===== config.mk =====
export PLATFORM = sky130hd
export DESIGN_NAME = nn_result_accum
export DESIGN_NICKNAME = d
export VERILOG_FILES = /design/src/rtl/nn_pkg.sv /design/src/rtl/nn_shift_sat.sv /design/src/rtl/nn_result_accum.sv
export SDC_FILE = /design/constraint.sdc
export NUM_CORES = 1
export LEC_CHECK = 0
export CAP_MARGIN = 20
export CORE_MARGIN = 4
export CORE_UTILIZATION = 50
export CTS_CLUSTER_SIZE = 10
export DETAILED_ROUTE_END_ITERATION = 16
export PLACE_DENSITY = 0.81
export SETUP_SLACK_MARGIN = 0.05
export SLEW_MARGIN = 20
export SYNTH_ARGS = -nofsm -noshare
export SYNTH_HDL_FRONTEND = slang
export SYNTH_HIERARCHICAL = 1
export SYNTH_SLANG_ARGS = --single-unit

===== constraint.sdc =====
create_clock -name clk -period 12.8 [get_ports clk]
set_input_delay 2.56 -clock clk [delete_from_list [all_inputs] [get_ports clk]]
set_output_delay 2.56 -clock clk [all_outputs]
set_load 0.005 [all_outputs]

===== src/rtl/nn_pkg.sv =====
// nn_pkg: shared constants, result-metadata struct and FSM state encoding for
// the calc -> result-accumulator path.
//   res_meta_t   : per-neuron metadata carried alongside calc's partial sums
//   state_t      : accumulator FSM state (IDLE/ACCUM/SCALE/WRITE constants)
//   chunk_target : number of LANES-wide chunks making up one neuron
package nn_pkg;

  localparam int SUM_W  = 48;
  localparam int ACC_W  = 56;
  localparam int OUT_W  = 24;
  localparam int ADDR_W = 17;
  localparam int LANES  = 8;

  localparam int NT_W  = 17;  // neuron table pointer
  localparam int SH_W  = 5;   // shift amounts
  localparam int NIN_W = 10;  // fan-in
  localparam int NN_W  = 11;  // neuron index

  typedef struct packed {
    logic [NT_W-1:0]   neuron_table;
    logic [SH_W-1:0]   post_shift;
    logic [SH_W-1:0]   neuron_shift;
    logic [ADDR_W-1:0] oloc;
    logic [NIN_W-1:0]  ninputs;
    logic [NN_W-1:0]   neuron_number;
  } res_meta_t;

  typedef logic [1:0] state_t;
  localparam state_t IDLE  = 2'd0;
  localparam state_t ACCUM = 2'd1;
  localparam state_t SCALE = 2'd2;
  localparam state_t WRITE = 2'd3;

  // max(1, ceil(n / 2**lg2)); a zero fan-in still produces one chunk so the
  // neuron gets written.
  function automatic logic [NIN_W:0] chunk_target(input logic [NIN_W-1:0] n,
                                                   input int lg2);
    logic [NIN_W:0] c;
    c = ({1'b0, n} + (NIN_W+1)'((1 << lg2) - 1)) >> lg2;
    if (c == '0) c = (NIN_W+1)'(1);
    return c;
  endfunction

endpackage


===== src/rtl/nn_shift_sat.sv =====
// nn_shift_sat: combinational arithmetic right shift, signed saturation to
// OUT_W and optional ReLU.
//   din   : signed IN_W value
//   shift : arithmetic right shift amount
//   dout  : saturated OUT_W result
// Optional feature macro: NN_RELU_EN -- negative saturated results become 0.
module nn_shift_sat #(
  parameter int IN_W  = 56,
  parameter int OUT_W = 24
) (
  input  logic signed [IN_W-1:0] din,
  input  logic [4:0]             shift,
  output logic [OUT_W-1:0]       dout
);

  localparam logic signed [IN_W-1:0] MAXV =
    {{(IN_W-OUT_W+1){1'b0}}, {(OUT_W-1){1'b1}}};
  localparam logic signed [IN_W-1:0] MINV =
    {{(IN_W-OUT_W+1){1'b1}}, {(OUT_W-1){1'b0}}};

  logic signed [IN_W-1:0] shifted;
  logic [OUT_W-1:0]       sat;

  assign shifted = din >>> shift;

  always_comb begin
    sat = shifted[OUT_W-1:0];
    if (shifted > MAXV)      sat = MAXV[OUT_W-1:0];
    else if (shifted < MINV) sat = MINV[OUT_W-1:0];
  end

`ifdef NN_RELU_EN
  assign dout = sat[OUT_W-1] ? '0 : sat;
`else
  assign dout = sat;
`endif

endmodule


===== src/rtl/nn_result_accum.sv =====
// nn_result_accum: receiving end of calc's pushout/stopin interface.
// Sums all chunks of a neuron, post-shifts and saturates the total, then
// writes one result to activation memory at oloc + (neuron_number << neuron_shift).
//   clk, reset     : clock, async active-high reset
//   pushin/stopout : partial-sum valid / not-ready back to calc
//   sum_in + meta  : partial sum and neuron metadata (sampled on first chunk)
//   finish_in      : last neuron of layer (sampled on first chunk)
//   wr_en/addr/data: result write, one cycle
//   done           : pulses with wr_en
//   finish_out     : pulses with wr_en when the neuron was flagged last
//   busy           : FSM not idle
//   err            : sticky protocol error (push while stalled, neuron switch)
// Optional feature macro: NN_RELU_EN (applied inside nn_shift_sat).
// ADDR_W must match nn_pkg::ADDR_W since oloc is carried in res_meta_t.
module nn_result_accum #(
  parameter int SUM_W  = 48,
  parameter int ACC_W  = 56,
  parameter int OUT_W  = 24,
  parameter int ADDR_W = 17,
  parameter int LANES  = 8
) (
  input  logic              clk,
  input  logic              reset,
  input  logic              pushin,
  output logic              stopout,
  input  logic [SUM_W-1:0]  sum_in,
  input  logic [16:0]       neuron_table,
  input  logic [4:0]        post_shift,
  input  logic [4:0]        neuron_shift,
  input  logic [ADDR_W-1:0] oloc,
  input  logic [9:0]        ninputs,
  input  logic [10:0]       neuron_number,
  input  logic              finish_in,
  output logic              wr_en,
  output logic [ADDR_W-1:0] wr_addr,
  output logic [OUT_W-1:0]  wr_data,
  output logic              done,
  output logic              finish_out,
  output logic              busy,
  output logic              err
);
  import nn_pkg::*;

  localparam int CNT_W = NIN_W + 1;
  localparam int LG2   = $clog2(LANES);

  state_t                   state;
  res_meta_t                meta_q, meta_in;
  logic                     fin_q;
  logic signed [ACC_W-1:0]  acc;
  logic [CNT_W-1:0]         cnt, nchunks_q, nchunks_in, cnt_inc;
  logic signed [ACC_W-1:0]  sum_ext;
  logic [OUT_W-1:0]         sat_res;
  logic [ADDR_W-1:0]        addr_calc;
  logic                     accept, same_neuron, restart;

  assign stopout = (state == SCALE) || (state == WRITE);
  assign busy    = (state != IDLE);
  assign accept  = pushin && !stopout;

  assign sum_ext = {{(ACC_W-SUM_W){sum_in[SUM_W-1]}}, sum_in};

  assign meta_in = '{neuron_table:  neuron_table,
                     post_shift:    post_shift,
                     neuron_shift:  neuron_shift,
                     oloc:          oloc,
                     ninputs:       ninputs,
                     neuron_number: neuron_number};

  assign nchunks_in  = chunk_target(ninputs, LG2);
  assign same_neuron = (neuron_number == meta_q.neuron_number);
  assign cnt_inc     = cnt + CNT_W'(1);

  // A packet for a different neuron while accumulating abandons the partial
  // and is handled exactly like the first packet of a fresh neuron.
  assign restart = accept && ((state == IDLE) || (state == ACCUM && !same_neuron));

  assign addr_calc = meta_q.oloc + (ADDR_W'(meta_q.neuron_number) << meta_q.neuron_shift);

  nn_shift_sat #(.IN_W(ACC_W), .OUT_W(OUT_W)) u_shift_sat (
    .din   (acc),
    .shift (meta_q.post_shift),
    .dout  (sat_res)
  );

  // Table pointer and fan-in are held for the neuron's lifetime but not
  // consumed downstream of the chunk-count latch.
  logic unused_meta;
  assign unused_meta = ^{meta_q.neuron_table, meta_q.ninputs};

  always_ff @(posedge clk or posedge reset) begin
    if (reset) begin
      state      <= IDLE;
      meta_q     <= '0;
      fin_q      <= 1'b0;
      acc        <= '0;
      cnt        <= '0;
      nchunks_q  <= '0;
      wr_en      <= 1'b0;
      wr_addr    <= '0;
      wr_data    <= '0;
      done       <= 1'b0;
      finish_out <= 1'b0;
      err        <= 1'b0;
    end else begin
      wr_en      <= 1'b0;
      done       <= 1'b0;
      finish_out <= 1'b0;

      // calc is expected to hold the packet while stalled; a push here is lost
      if (pushin && stopout) err <= 1'b1;

      if (restart) begin
        if (state == ACCUM) err <= 1'b1;
        meta_q    <= meta_in;
        fin_q     <= finish_in;
        acc       <= sum_ext;
        cnt       <= CNT_W'(1);
        nchunks_q <= nchunks_in;
        state     <= (nchunks_in == CNT_W'(1)) ? SCALE : ACCUM;
      end else begin
        case (state)
          ACCUM: begin
            if (accept) begin
              acc <= acc + sum_ext;
              cnt <= cnt_inc;
              if (cnt_inc == nchunks_q) state <= SCALE;
            end
          end
          SCALE: begin
            // outputs registered here so they are valid throughout WRITE
            wr_en      <= 1'b1;
            done       <= 1'b1;
            finish_out <= fin_q;
            wr_data    <= sat_res;
            wr_addr    <= addr_calc;
            state      <= WRITE;
          end
          WRITE:   state <= IDLE;
          default: state <= IDLE;
        endcase
      end
    end
  end

endmodule


==> results of run 1 <==
where the power goes:
part | internal, W | switching [W]
logic | 0.00154 | 0.00197
registers | 0.000729 | 0.000356
clock network | 0.000315 | 0.000245
tightest hold or removal path, delay by kind of cell (launching register included):
family,cells,cell delay (ns)
and+or+nand+nor,2,0.10
DFF,1,0.34
stage by stage:
step	power, W	instances
5_1_grt	0.00556	2342
4_1_cts	0.00511	2342
6_report	0.00515	2342
3_5_place_dp	0.00453	2310
3_3_place_gp	0.00444	2310
2_1_floorplan	0.00365	1881
cells by family (layout without fill, tap and decap cells):
kind of cell	count (synthesis)	after routing	share of synthesized area
compound gates	537	537	0.228
xor+xnor	86	86	0.0487
fa+ha+maj	79	79	0.0648
buf+inv	157	222	0.0485
flops	160	160	0.259
mux	188	188	0.156
simple gates	674	674	0.195
layout by cell type (no fill, tap or decap), types with 35 or more instances in the layout:
cell               n
a21o_1            44
a21oi_1          151
a31oi_1           35
clkdlybuf4s50_1  146
dfrtp_1          157
ha_1              76
mux2_2            78
mux2i_1           77
nand2_1          322
nor2_1           142
o21ai_0          118
xnor2_1           49
xor2_1            37
final cells by class:
| class | count | area (um2) |
|---|---|---|
| Timing Repair Buffer | 156 | 1540 |
| Sequential cell | 160 | 4010 |
| Fill cell | 2747 | 13000 |
| Inverter | 34 | 133 |
| Clock buffer | 18 | 429 |
| Clock inverter | 14 | 196 |
| Tap cell | 396 | 495 |
| Multi-Input combinational cell | 1564 | 10800 |
per-layer routing:
metal,share of wire,wire [um],vias to the layer above,GRT usage
met5,0,0,-,0
met4,0.040,1780,0,0.109
met3,0.057,2530,115,0.0431
met2,0.49,21600,545,0.435
met1,0.42,18500,6891,0.326
li1,-,-,6968,-
sequential cells by signal (all words and copies together) (netlist names):
signal,flops
wr_addr,17
acc,56
meta_q,38
err,1
nchunks_q,8
fin_q,1
done,1
state,2
finish_out,1
wr_data,24
cnt,11
final timing paths:
path | cells past startpoint | to | slack [ns]
max | 14 | acc[52] | 6.91
min | 2 | meta_q[47] | 0.48
max reg2reg | 9 | wr_data[0] | 8.40
min reg2reg | 2 | meta_q[47] | 0.48
max in group asynchronous | 3 | nchunks_q[3] | 8.72
min in group asynchronous | 2 | wr_data[1] | 2.67
==> run metrics, run 1 <==
Reg-to-Reg Start=meta_q[44]; Post-synth top cells=323 x nand2_1, 160 x dfrtp_1, 151 x a21oi_1; Post-Syn Instances=around 1.9k; root cell of the clock tree=clkbuf_16; H-Tree Depth=4; die footprint=0.0338 mm2; initial antenna violation count=0; hold_ws=around 0.48 ns; GR Overflow Total=0; Peak VDD IR=approximately 0.19 mV; Clock Tree Buf Depth=2; #FFs+latches synth=160; Rel. slew slack=0.275; PostCTS Resize Cnt=0; most frequent CP cell=o21ai_1; critical path class=input pin to flip-flop; critical path's slowest cell=clkdlybuf4s50_1; Worst-Margin Slew=~1.1 ns; Rows=64; postcts setup bufs=0; Final Wtd Congestion=0.979; endpoint class of the critical path=flip-flop; Die X=184 um; CP Buf/Inv Count=2; CP Launch Point=sum_in[0]; number of flops mapped to enable cells by yosys=0; CP Max Fanout=4; status=complete, no violations; setup_tns=0 ns; WL/cell=19.0 um; post-route ant nets=0; post-synthesis area per instance=8.23 um2; top_reg_cell synth=dfrtp_1; synth unique cells=88; Yosys top cell area share=0.259; skew final=0.0155 ns; top-count cell post-synth=nand2_1; Yosys top cell by area=dfrtp_1; RSZ-0062 raised after global routing=no; # hold bufs at CTS=0; DP Wirelength=32300 um; CP peak stage delay=0.56 ns; Synth-to-Final Area Change=13.5%; Via density=6.20; DR vias=around 15k; Setup violations, final=0; share of layout cells above drive strength 1=0.105; crit-path leading delay family=compound AO/OA/AOI/OAI gates; Req. time, crit path=13.11 ns; Tot GR Track Use=0.257; CTS tree=built; vias in the first global route=14.2k; Slew Limit Fails=0; Area after DPL=0.0169 mm2; initial core utilization=0.506; Cell Area, Synth=0.0155 mm2; Die H=approximately 180 um; max_cap viols=0; IO Count=around 160; core area=0.0306 mm2; Reg clk slew, reported paths=0.07 ns; nets=2129; Final period util=0.460; Tmin final=5.89 ns; P per Cell Area=293 mW/mm2; DRC viols=0; synthesized net count=2077; global-route wire length before repair=71900 um; Max Fclk=about 170 MHz; sequential fraction of the synthesis area=0.259; Place WS=6.51 ns; Buffers on Ports=146; CP arrival=6.20 ns; Warnings, synthesis=6; Setup crit start kind=input pin; Final Hold Fails=0; DRT iter0 DRCs=1147; clock sink count=160; diode count=0; Hold Path Origin=meta_q[47]; worst hold path type=flip-flop to flip-flop; critical-path cell list=clkdlybuf4s50_1, ha_1, inv_1, fa_1, and2b_1, o211ai_1, a211oi_2, o2111a_2, o21ai_1, a21boi_2, a41oi_2, o31ai_2, xnor2_1, o21ai_1; DR pass1 iterations=6; Clk Latency, worst-skew pair=0.45 ns; final cell utilization of the core=0.574; design area=0.0176 mm2; pin count of the biggest net entering global routing=99; Post-Route WL=44400 um; final worst slack=6.91 ns; Num CTS Buffers=17; Pleak=roughly 7.7 nW; ys async rst share=1.00; Area contributors post-synth=dfrtp_1 26%, nand2_1 7.8%, ha_1 6.2%
(Power assumes the default switching activity.)
==> run 2: changes to the inputs <==
==> constraint.sdc (replaced) <==
create_clock -name clk -period 5.5 [get_ports clk]
set_input_delay 1.1 -clock clk [delete_from_list [all_inputs] [get_ports clk]]
set_output_delay 1.1 -clock clk [all_outputs]
set_load 0.005 [all_outputs]
==> run 2 against run 1 <==
Effect of this change:
- hold slack better by 0.015 ns
- non-clock buffer count is 3 higher
- clock skew is 0.0031 ns higher
- utilization is 0.10 points higher
- design area is 0.18% higher
- cell count is 0.13% higher
- highest routed layer unchanged
==> run metrics, run 2 (synthesis results as in run 1) <==
critical path class=input pin to flip-flop; # hold bufs at CTS=0 (unchanged); postcts setup bufs=0 (unchanged); root cell of the clock tree=clkbuf_16; Num CTS Buffers=17 (unchanged); Req. time, crit path=5.81 ns (-7.30 ns); WL/cell=19.1 um (+0.60%); critical path's slowest cell=clkdlybuf4s50_1; dpl cells=2313 (+0.13%); skew final=0.0186 ns (+0.00311 ns); metal3 WL=2340 um (-7.5%); PostCTS Resize Cnt=0 (unchanged); hold_ws=0.494 ns (+0.0155 ns); Final Wtd Congestion=0.949 (-3.1%); Rel. slew slack=0.343 (+0.0682); commonest non-fill, non-tap cells in the layout=322 x nand2_1, 157 x dfrtp_1, 151 x a21oi_1; Buffers on Ports=146 (unchanged); DR vias=14.6k (+0.56%); nets=2132 (+0.14%); Max Fclk=between 200 and 250 MHz; Worst-Margin Slew=0.982 ns (-0.105 ns); max_cap viols=0 (unchanged); Clock Tree Buf Depth=2 (unchanged); max FFs per register=56 (unchanged); critical-path cell list=clkdlybuf4s50_1, ha_1, inv_1, fa_1, and2b_1, o211ai_1, a211oi_2, o2111a_2, o21ai_1, a21boi_2, a41oi_2, o31ai_2, xnor2_1, o21ai_1; RSZ-0062 raised after global routing=no; Top reg by flops=acc; DRC viols=0 (unchanged); initial antenna violation count=0 (unchanged); worst hold path type=flip-flop to flip-flop; Rows=64 (unchanged); share of layout cells above drive strength 1=0.106 (+0.000865); pin count of the biggest net entering global routing=100 (+1.0%); die footprint=0.0338 mm2 (unchanged); DRT iter0 DRCs=1295 (+13%); CP arrival=4.73 ns (-1.47 ns); H-Tree Depth=4 (unchanged); Tot GR Track Use=0.259 (+0.00174); GR Overflow Total=0 (unchanged); global-route wire length before repair=72400 um (+0.68%); Setup violations, final=0 (unchanged); CP peak stage delay=0.57 ns (about the same); top flop regs=acc x56, meta_q x38, wr_data x24; wire length on met2=21600 um (+0.12%); Die H=184 um (unchanged); diode count=0 (unchanged); Final Hold Fails=0 (unchanged); Pleak=7.68 nW (+0.26%); Via density=6.23 (+0.43%); most common cell after layout, fill and taps aside=nand2_1; status=complete, no violations; Post-Route WL=44700 um (+0.73%); Reg clk slew, reported paths=0.07 ns (about the same); top sig layer=met4; core area=0.0306 mm2 (unchanged); CTS tree=built; most frequent CP cell=o21ai_1; DR pass1 iterations=6 (unchanged); Tmin final=4.42 ns; initial core utilization=0.506 (unchanged); Clk Latency, worst-skew pair=0.46 ns (about the same); Synth-to-Final Area Change=13.7%; crit-path leading delay family=compound AO/OA/AOI/OAI gates; DP Wirelength=33000 um (+2.3%); P per Cell Area=684 mW/mm2 (+130%); Peak VDD IR=0.440 mV (+130%); IO Count=164 (unchanged); Slew Limit Fails=0 (unchanged); Die X=184 um (unchanged); setup_tns=0 ns (unchanged); post-route ant nets=0 (unchanged); CP Max Fanout=4 (unchanged); clock sink count=160 (unchanged); Setup crit start kind=input pin; CP Buf/Inv Count=2 (unchanged); non-filler cells, final=2345 (+0.13%); endpoint class of the critical path=flip-flop; met1 wire length=19000 um (+2.9%); Final period util=0.803; vias in the first global route=14.2k (-0.14%)
-- run 2: worst min-delay path: stages (launching register included) --
cell and delay (ns):
dfrtp_1 0.35, nand2_1 0.06, nand2_1 0.06
-- run 2: worst paths after layout --
| check | from | slack [ns] | cells past startpoint | to |
|---|---|---|---|---|
| min in group asynchronous | reset | 1.20 | 2 | wr_data[11] |
| setup reg to reg | meta_q[44] | 1.21 | 9 | wr_data[18] |
| hold reg to reg | meta_q[33] | 0.49 | 2 | meta_q[33] |
| hold / removal | meta_q[33] | 0.49 | 2 | meta_q[33] |
| max in group asynchronous | reset | 3.46 | 3 | acc[48] |
| setup / recovery | sum_in[0] | 1.08 | 14 | acc[52] |
-- run 2: power breakdown --
part           switching (W)  internal [W]  total [W]  leakage, nW
clock               0.000578      0.000734    0.00131        0.305
combinational        0.00458       0.00359    0.00817         5.40
sequential          0.000867       0.00170    0.00256         1.98
total                0.00602       0.00602     0.0120         7.68
-- run 2: area by class of cell --
cell class | count | area, um2
tap | 396 | 495
clock buffer | 18 | 429
timing repair buffer | 159 | 1570
inverter | 34 | 133
fill | 2735 | 13000
multi-input combinational | 1564 | 10800
clock inverter | 14 | 194
sequential | 160 | 4010
-- run 2: per-stage QoR --
stage	utilization	instance area, um2	total power [W]	worst slack [ns]
floorplan	-	15500	0.00849	0.0801
global route	0.575	17600	0.0130	0.953
finish	0.575	17600	0.0120	1.08
CTS	0.575	17600	0.0119	1.17
detailed placement	0.554	17000	0.0106	0.719
global placement	0.554	17000	0.0104	0.816
-- run 2: routing by layer --
| layer | GRT usage | vias up |
|---|---|---|
| met1 | 0.335 | 7033 |
| met2 | 0.434 | 492 |
| li1 | - | 6960 |
| met5 | 0 | - |
| met4 | 0.103 | 0 |
| met3 | 0.0421 | 115 |
==> run 3: changes to the inputs <==
--- a/config.mk
+++ b/config.mk
@@ -10,7 +10,7 @@
 export CORE_UTILIZATION = 50
 export CTS_CLUSTER_SIZE = 10
 export DETAILED_ROUTE_END_ITERATION = 16
-export PLACE_DENSITY = 0.81
+export PLACE_DENSITY = 0.84
 export SETUP_SLACK_MARGIN = 0.05
 export SLEW_MARGIN = 20
 export SYNTH_ARGS = -nofsm -noshare
==> constraint.sdc (replaced) <==
create_clock -name clk -period 3.65 [get_ports clk]
set_input_delay 0.73 -clock clk [delete_from_list [all_inputs] [get_ports clk]]
set_output_delay 0.73 -clock clk [all_outputs]
set_load 0.005 [all_outputs]
==> run 3 against run 2 <==
Effect of this change:
- combinational power grew 73%
- sequential cell count is the same
- global-route usage grew 1.4 points
- die area is the same
- clock power grew 36%
- sequential power grew 41%
- total power grew 62%
- wire length grew 7.8%
- critical path depth grew 2
- first-iteration DRC count grew 6.1%
- register-to-register slack lost 1.2 ns
- highest routed layer unchanged
==> run metrics, run 3 (synthesis results as in run 1) <==
status=complete, no violations; Hold Path Origin=fin_q; initial core utilization=0.506 (unchanged); pin count of the biggest net entering global routing=76 (-24%); worst r2r path cells=16 (+7); metal3 WL=3450 um (+47%); commonest non-fill, non-tap cells in the layout=322 x nand2_1, 155 x dfrtp_1, 146 x a21oi_1, 146 x clkdlybuf4s50_1, 140 x nor2_1; Tot GR Track Use=0.273 (+0.0144); Slew Limit Fails=0 (unchanged); vias in the first global route=15.0k (+5.7%); Final Wtd Congestion=1.01 (+6.9%); Final Hold Fails=0 (unchanged); met1 wire length=19100 um (+0.55%); Buffers on Ports=146 (unchanged); most common cell after layout, fill and taps aside=nand2_1; reg2reg end=wr_addr[15]; Rel. slew slack=0.359 (+0.0156); Reg area=0.00402 mm2 (+0.12%); FF-to-FF setup slack=0.01 ns (-1.20 ns); Setup violations, final=0 (unchanged); Setup crit start kind=flip-flop; clock sink count=160 (unchanged); endpoint class of the critical path=flip-flop; CP arrival=3.98 ns (-0.75 ns); initial antenna violation count=0 (unchanged); Req. time, crit path=3.99 ns (-1.82 ns); RSZ-0062 raised after global routing=yes; Clock Tree Buf Depth=2 (unchanged); CTS tree=built; critical-path cell list=buf_4, and2_1, nor3_2, a21oi_2, mux2i_1, nor2_1, a21oi_1, nor2_1, ha_2, or3_4, a2111oi_4, nor3_2, a2111o_1, a21oi_2, xnor2_1, mux2_2; DRT iter0 DRCs=1374 (+6.1%); Reg clk slew, reported paths=0.07 ns (about the same); post-route ant nets=0 (unchanged); Final period util=0.996; DP Wirelength=35200 um (+6.6%); Peak VDD IR=0.492 mV (+12%); Num CTS Buffers=17 (unchanged); max FFs per register=56 (unchanged); WL/cell=19.5 um (+2.5%); H-Tree Depth=4 (unchanged); CP Buf/Inv Count=1 (-1); setup_tns=0 ns (unchanged); DR pass1 iterations=6 (unchanged); critical path class=flip-flop to flip-flop; Post-Route WL=48200 um (+7.8%); Rows=64 (unchanged); Pleak=8.28 nW (+7.8%); DR vias=15.4k (+5.5%); Hold EP=fin_q; global-route wire length before repair=75600 um (+4.4%); top sig layer=met4; Worst Hold Depth=2 (unchanged); GR Overflow Total=0 (unchanged); max_cap viols=0 (unchanged); diode count=0 (unchanged); Fillers=2559 (-6.4%); Die X=184 um (unchanged); final cell utilization of the core=0.612 (+0.0365); nets=2254 (+5.7%); root cell of the clock tree=clkbuf_16; CP Max Fanout=6 (+2); Die H=184 um (unchanged); multi-input combinational cell area=0.0109 mm2 (+1.7%); DRC viols=0 (unchanged); P per Cell Area=1040 mW/mm2 (+52%); Max Fclk=275 MHz; Synth-to-Final Area Change=20.9%; die footprint=0.0338 mm2 (unchanged); critical path's slowest cell=or3_4; top flop regs=acc x56, meta_q x38, wr_data x24; Worst-Margin Slew=0.959 ns (-0.0226 ns); IO Count=164 (unchanged); share of layout cells above drive strength 1=0.175 (+0.0696); skew final=0.0146 ns (-0.00402 ns); # hold bufs at CTS=0 (unchanged); Tmin final=3.64 ns; Via density=6.24 (+0.30%); Clk Latency, worst-skew pair=0.46 ns (about the same); worst hold path type=flip-flop to flip-flop; CP peak stage delay=0.41 ns (-0.16 ns); Reg-to-Reg Start=meta_q[39]; wire length on met2=23400 um (+8.2%); Tot Pwr=0.0195 W (+62%); Top reg by flops=acc; core area=0.0306 mm2 (unchanged); crit-path leading delay family=simple AND/OR/NAND/NOR gates
-- run 3: metrics by stage --
stage / instance area (um2) / std cells / hold WS [ns] / worst slack [ns]
global placement: 17800 / 2420 / 0.452 / -0.246
floorplan: 15500 / 1881 / 0.438 / 0.0967
global route: 18700 / 2467 / 0.505 / -0.108
detailed placement: 17800 / 2420 / 0.459 / -0.290
finish: 18700 / 2467 / 0.475 / 0.0129
CTS: 18400 / 2452 / 0.478 / 0.0565
-- run 3: power by group --
| group | switching, W | internal, W | total [W] |
|---|---|---|---|
| registers | 0.00103 | 0.00257 | 0.00360 |
| clock network | 0.000834 | 0.000949 | 0.00178 |
| logic | 0.00776 | 0.00635 | 0.0141 |
-- run 3: layer usage --
layer | GRT usage | vias to the layer above
li1 | - | 7217
met1 | 0.339 | 7320
met2 | 0.464 | 711
met3 | 0.0463 | 157
met4 | 0.129 | 0
met5 | 0 | -
-- run 3: worst min-delay path, delay by kind of cell, from the launching register on --
family | cells | cell delay (ns)
flip-flops | 1 | 0.34
AND/OR/NAND/NOR | 2 | 0.10
-- run 3: layout make-up --
type,instances,share of cell area
multi-input combinational,1564,0.585
sequential,160,0.215
timing repair buffer,281,0.137
tap,396,0.0265
clock buffer,18,0.0229
inverter,34,0.00702
clock inverter,14,0.00689
-- run 3: worst max path at each step --
| stage | slack [ns] | cells past startpoint | from | endpoint |
|---|---|---|---|---|
| finish | 0.01 | 16 | meta_q[39] | wr_addr[15] |
| detailed placement | -0.29 | 14 | sum_in[0] | acc[52] |
| global route | -0.11 | 16 | meta_q[39] | wr_addr[15] |
| CTS | 0.06 | 14 | meta_q[39] | wr_addr[16] |
| global placement | -0.25 | 14 | sum_in[0] | acc[52] |
| floorplan | 0.1 | 16 | meta_q[38] | wr_addr[15] |
-- run 3: repair_timing --
item | in CTS | in global routing
endpoints found under the setup margin | 3 | 33
resized for setup | 4 | 43
pin swaps | 0 | 13
setup buffers | 0 | 14
